$ cat config.mk
export PLATFORM = sky130hd
export DESIGN_NAME = ioctl_spi_loader
export DESIGN_NICKNAME = d
export VERILOG_FILES = /design/src/rtl/ioctl_pkg.sv /design/src/rtl/spi_byte_rx.sv /design/src/rtl/ioctl_spi_loader.sv
export SDC_FILE = /design/constraint.sdc
export NUM_CORES = 1
export LEC_CHECK = 0
export CAP_MARGIN = 20
export CORE_ASPECT_RATIO = 1.2
export CORE_UTILIZATION = 47
export CTS_CLUSTER_SIZE = 14
export DETAILED_ROUTE_END_ITERATION = 16
export PLACE_DENSITY = 0.72
export REMOVE_ABC_BUFFERS = 1
export SLEW_MARGIN = 20
export SYNTH_ARGS = -nofsm -noshare
export SYNTH_HDL_FRONTEND = slang
export SYNTH_HIERARCHICAL = 1
export SYNTH_SLANG_ARGS = --single-unit
$ cat constraint.sdc
create_clock -name clk_sys -period 3.2 [get_ports clk_sys]
set_clock_uncertainty 0.2 [all_clocks]
set_input_delay 0.32 -clock clk_sys [delete_from_list [all_inputs] [get_ports clk_sys]]
set_output_delay 0.32 -clock clk_sys [all_outputs]
set_load 0.01 [all_outputs]
$ cat src/rtl/ioctl_pkg.sv
// Shared command codes and FSM state encoding for the ioctl SPI download path.
package ioctl_pkg;

    localparam logic [7:0] CMD_FILE_TX     = 8'h53;
    localparam logic [7:0] CMD_FILE_TX_DAT = 8'h54;
    localparam logic [7:0] CMD_FILE_INDEX  = 8'h55;

    typedef enum logic [1:0] {
        S_CMD,
        S_CTRL,
        S_INDEX,
        S_DATA
    } ioctl_state_t;

endpackage

$ cat src/rtl/spi_byte_rx.sv
// Oversampled SPI slave byte receiver: synchronisers, SCK rise detect, MSB-first shifter.
module spi_byte_rx #(
    parameter int SYNC_STAGES = 2
) (
    input  logic       clk_sys,
    input  logic       reset_n,
    input  logic       spi_sck,
    input  logic       spi_ss,
    input  logic       spi_di,
    output logic       byte_valid,
    output logic [7:0] rx_byte,
    output logic       ss_active
);

    logic [SYNC_STAGES-1:0] sck_sync, ss_sync, di_sync;
    logic                   sck_prev;
    logic                   armed;
    logic [2:0]             bit_cnt;
    logic [6:0]             shreg;
    logic                   sck_s, ss_s, di_s, sck_rise;

    assign sck_s    = sck_sync[SYNC_STAGES-1];
    assign ss_s     = ss_sync[SYNC_STAGES-1];
    assign di_s     = di_sync[SYNC_STAGES-1];
    assign sck_rise = sck_s & ~sck_prev;

    assign ss_active  = ~ss_s;
    assign rx_byte    = {shreg, di_s};
    assign byte_valid = sck_rise & ~ss_s & armed & (bit_cnt == 3'd7);

    // SS chain resets low so a frame cut by reset stays ignored until SS2 is
    // genuinely seen high again; only then is the receiver armed.
    always_ff @(posedge clk_sys or negedge reset_n) begin
        if (!reset_n) begin
            sck_sync <= '0;
            ss_sync  <= '0;
            di_sync  <= '0;
            sck_prev <= 1'b0;
            armed    <= 1'b0;
            bit_cnt  <= 3'd0;
            shreg    <= 7'd0;
        end else begin
            sck_sync <= {sck_sync[SYNC_STAGES-2:0], spi_sck};
            ss_sync  <= {ss_sync[SYNC_STAGES-2:0], spi_ss};
            di_sync  <= {di_sync[SYNC_STAGES-2:0], spi_di};
            sck_prev <= sck_s;
            if (ss_s) begin
                armed   <= 1'b1;
                bit_cnt <= 3'd0;
            end else if (sck_rise && armed) begin
                shreg   <= {shreg[5:0], di_s};
                bit_cnt <= bit_cnt + 3'd1;
            end
        end
    end

endmodule

$ cat src/rtl/ioctl_spi_loader.sv
// MiST file-transfer SPI stream to ioctl download interface.
// Optional running checksum output under IOCTL_SPI_LOADER_CHECKSUM_EN.
module ioctl_spi_loader
    import ioctl_pkg::*;
#(
    parameter int ADDR_W      = 25,
    parameter int START_ADDR  = 0,
    parameter int SYNC_STAGES = 2
) (
    input  logic              clk_sys,
    input  logic              reset_n,
    input  logic              SPI_SCK,
    input  logic              SPI_SS2,
    input  logic              SPI_DI,
    output logic              ioctl_download,
    output logic [7:0]        ioctl_index,
    output logic              ioctl_wr,
    output logic [ADDR_W-1:0] ioctl_addr,
    output logic [7:0]        ioctl_dout
`ifdef IOCTL_SPI_LOADER_CHECKSUM_EN
   ,output logic [7:0]        ioctl_sum
`endif
);

    localparam logic [ADDR_W-1:0] START = ADDR_W'(START_ADDR);

    logic         byte_valid, ss_active;
    logic [7:0]   rx_byte;
    ioctl_state_t state, state_nxt;

    spi_byte_rx #(.SYNC_STAGES(SYNC_STAGES)) u_rx (
        .clk_sys    (clk_sys),
        .reset_n    (reset_n),
        .spi_sck    (SPI_SCK),
        .spi_ss     (SPI_SS2),
        .spi_di     (SPI_DI),
        .byte_valid (byte_valid),
        .rx_byte    (rx_byte),
        .ss_active  (ss_active)
    );

    always_ff @(posedge clk_sys or negedge reset_n) begin
        if (!reset_n) state <= S_CMD;
        else          state <= state_nxt;
    end

    always_comb begin
        state_nxt = state;
        if (!ss_active) begin
            state_nxt = S_CMD;
        end else if (byte_valid) begin
            case (state)
                S_CMD: begin
                    case (rx_byte)
                        CMD_FILE_TX:     state_nxt = S_CTRL;
                        CMD_FILE_TX_DAT: state_nxt = S_DATA;
                        CMD_FILE_INDEX:  state_nxt = S_INDEX;
                        default:         state_nxt = S_CMD;
                    endcase
                end
                S_CTRL:  state_nxt = S_CMD;
                S_INDEX: state_nxt = S_CMD;
                S_DATA:  state_nxt = S_DATA;
                default: state_nxt = S_CMD;
            endcase
        end
    end

    // Address advances the cycle after a strobe so addr/dout hold while wr is high.
    always_ff @(posedge clk_sys or negedge reset_n) begin
        if (!reset_n) begin
            ioctl_download <= 1'b0;
            ioctl_index    <= 8'd0;
            ioctl_wr       <= 1'b0;
            ioctl_addr     <= START;
            ioctl_dout     <= 8'd0;
        end else begin
            ioctl_wr <= 1'b0;
            if (ioctl_wr) ioctl_addr <= ioctl_addr + 1'b1;
            if (byte_valid && ss_active) begin
                case (state)
                    S_CTRL: begin
                        if (rx_byte != 8'd0) begin
                            ioctl_download <= 1'b1;
                            ioctl_addr     <= START;
                        end else begin
                            ioctl_download <= 1'b0;
                        end
                    end
                    S_INDEX: if (!ioctl_download) ioctl_index <= rx_byte;
                    S_DATA: begin
                        if (ioctl_download) begin
                            ioctl_dout <= rx_byte;
                            ioctl_wr   <= 1'b1;
                        end
                    end
                    default: ;
                endcase
            end
        end
    end

`ifdef IOCTL_SPI_LOADER_CHECKSUM_EN
    always_ff @(posedge clk_sys or negedge reset_n) begin
        if (!reset_n) begin
            ioctl_sum <= 8'd0;
        end else if (byte_valid && ss_active && state == S_CTRL && rx_byte != 8'd0) begin
            ioctl_sum <= 8'd0;
        end else if (ioctl_wr) begin
            ioctl_sum <= ioctl_sum + ioctl_dout;
        end
    end
`endif

endmodule

==> results by group <==
Status
  – Outcome: finished clean

STA
  – Period utilisation layout: 74.0%
  – Max frequency: 422 MHz
  – Tmin final: about 2.4 ns
  – Final hold slack: 0.155 ns
  – Worst Tran Pin Value: 0.563 ns
  – Unrepaired setup endpoints after global routing: no
  – Final WS setup: between 0.8 and 0.9 ns
  – Fin. Hold Viols: 0
  – Max-slew violations: 0
  – Slew HR: a little over three fifths
  – Final Setup Violations: 0

Placement
  – Dpl hpwl: between 3000 and 4000 µm
  – Cell Count Post-Placement: 363
  – Placed Area: 3380 µm²
  – IO buf count: 47
  – Dpl ws: between 0.8 and 0.9 ns
  – Routability cong.: 0.806

CTS
  – Sink Count: 63
  – CTS tree: built
  – Worst-Skew Late Latency: about 0.33 ns
  – Max clock buf depth: 2
  – H-tree depth: 3
  – Post_cts resized: 0
  – Clock slew at reported path FFs: 0.07 ns
  – Clk root buf: clkbuf_8
  – Inserted Clock Buffers: 9

Synth
  – Top-area cell type share of the netlist area: roughly 56%
  – Cell area after synthesis: roughly 2800 µm²
  – Yosys warns: 6
  – EDFF count, synth: 0
  – #FFs+latches synth: between 60 and 70
  – Most frequent cell after synthesis: dfrtp_1
  – Post-synth top flop: dfrtp_1
  – Sequential area share after synthesis: a little under three fifths
  – Top post-synthesis cells by area: dfrtp_1, mux2_2, mux2_4
  – Cell taking the most area after synthesis: dfrtp_1
  – Post-synth top cells: dfrtp_1, nor2_1, mux2_2
  – Cell variety after synth: 44
  – Post-Syn Instances: 239
  – Post-synth ARST share: between 90% and 100%
  – Syn_area_per_cell: around 12 µm²

Floorplan
  – Initial Util: 49.5%
  – Row cnt: 30
  – I/O pin cnt: 48
  – Die Y: a little under 90 µm
  – Die area: between 6000 and 7000 µm²
  – Die Width: around 73 µm
  – CORE AREA: around 5700 µm²

Drt
  – Via count: ~2000
  – Via density: around 5.4
  – Routed wire length: about 5300 µm
  – First-pass DRT Iterations: 5
  – Antenna-violating nets left: 0
  – DR iter-0 viols: 153
  – Residual DRC: 0
  – Drt wl/cell: ~14 µm

Layout
  – Antenna cells: 0
  – P&R area growth vs syn: 27.9%
  – Fin area: around 3600 µm²
  – Fillers: 488
  – Final net count: approximately 300
  – Layout cells sized above 1: between 10% and 20%
  – Non-Filler Instances: 380

GRT
  – Pin count of the biggest net entering global routing: 46
  – Vias in the first global route: between 2000 and 2500
  – Initial antenna violation count: 0
  – GRT Util Overall: between 10% and 20%
  – First-pass GRT wire length: between 9000 and 10000 µm
  – Global route overflow: 0

Power
  – Worst IR Drop VDD: 310 µV
  – Power Density: about 490 nW/µm²
  – Cell leakage power: roughly 1.6 nW

Worst setup path
  – CP arrival: 2.38 ns
  – Setup crit end kind: flip-flop
  – CP Class: reg2reg
  – Setup crit start kind: flip-flop
  – Crit path max fanout: 9
  – CP Data Required Time: 3.22 ns

Worst hold path
  – Worst hold path type: reg2reg

Job
  – Max-Cap Viols: 0
-- stage by stage --
step / setup TNS [ns] / total power [mW] / util (%)
2_1_floorplan: -3.11 / 0.972 / -
3_3_place_gp: 0 / 1.02 / 59.3
3_5_place_dp: 0 / 1.03 / 59.3
4_1_cts: 0 / 1.77 / 63.2
5_1_grt: 0 / 1.83 / 63.2
6_report: 0 / 1.75 / 63.2
-- layout by cell type, fill, tap and decap left out, types with 2 or more instances in the layout --
| cell type | instances |
|---|---|
| buf_4 | 6 |
| and2_1 | 2 |
| nand4_1 | 6 |
| xnor2_1 | 11 |
| xor2_1 | 3 |
| mux2i_1 | 3 |
| mux2_4 | 7 |
| clkdlybuf4s50_1 | 46 |
| clkinvlp_4 | 2 |
| a21oi_1 | 9 |
| dfrtp_1 | 63 |
| inv_1 | 7 |
| nor2_1 | 22 |
| nand2b_1 | 5 |
| o21ai_0 | 8 |
| ha_1 | 3 |
| or4_1 | 3 |
| or3_1 | 7 |
| and3_1 | 2 |
| and3b_1 | 2 |
| nand2_1 | 11 |
| clkbuf_8 | 9 |
| clkinv_2 | 2 |
| mux2_2 | 17 |
| o31ai_1 | 3 |
| nand4_2 | 2 |
| bufinv_16 | 2 |
| and4_1 | 2 |
| nor4_1 | 5 |
| nor3_1 | 6 |
| nand3_1 | 8 |
-- power by group --
part           internal (mW)  switching, mW
clock                  0.436          0.302
sequential             0.837         0.0581
combinational         0.0716         0.0475
total                   1.34          0.407
-- registers in the layout, indices dropped and copies added (netlist names), 2 cells and up --
register,cells
ioctl_addr,25
ioctl_dout,8
ioctl_index,8
state,2
u_rx/bit_cnt,3
u_rx/di_sync,2
u_rx/sck_sync,2
u_rx/shreg,7
u_rx/ss_sync,2
-- cell type report --
cell class,count,area (µm²),area share [%]
clock buffer,10,128,3.54
sequential,63,1580,43.7
inverter,7,26.3,0.728
timing repair buffer,53,515,14.3
multi-input combinational,161,1180,32.6
tap,80,100,2.77
clock inverter,6,85.1,2.36
-- routing by layer --
layer	track usage, %	share of wire [%]
met1	23.0	45
met2	32.1	50
met3	3.94	3.9
met5	0	0
met4	9.63	1.5
-- path summary, 6_finish.rpt --
kind	cells past startpoint	start	slack, ns	endpoint
setup / recovery	7	u_rx/ss_sync[1]	0.83	ioctl_addr[24]
max in group asynchronous	3	reset_n	1.90	u_rx/shreg[4]
min in group asynchronous	2	reset_n	0.33	ioctl_addr[15]
hold / removal	0	u_rx/sck_sync[0]	0.15	u_rx/sck_sync[1]
setup reg to reg	7	u_rx/ss_sync[1]	0.83	ioctl_addr[24]
hold reg to reg	0	u_rx/sck_sync[0]	0.15	u_rx/sck_sync[1]
-- timing repair --
action	in CTS	in global routing
buffers inserted	0	0
endpoints found under the hold margin	43	0
hold buffers	1	0
-- worst max-delay path, cell delays in order (launching register included) --
cell and delay [ns]:
dfrtp_1 0.44, and4bb_1 0.27, buf_4 0.18, and2_1 0.22
nand3_1 0.17, a311o_1 0.37, and2_1 0.16, mux2_2 0.25
-- kinds of logic after synthesis --
family	synth area share [%]
DFF	55.9
buffers and inverters	2.62
and+or+nand+nor	18.6
xor gates and xnor gates	4.35
muxes	11.6
adders and majority gates	1.33
AOI/OAI and AO/OA	5.63
Note: power is estimated with default switching activity, not from simulation.
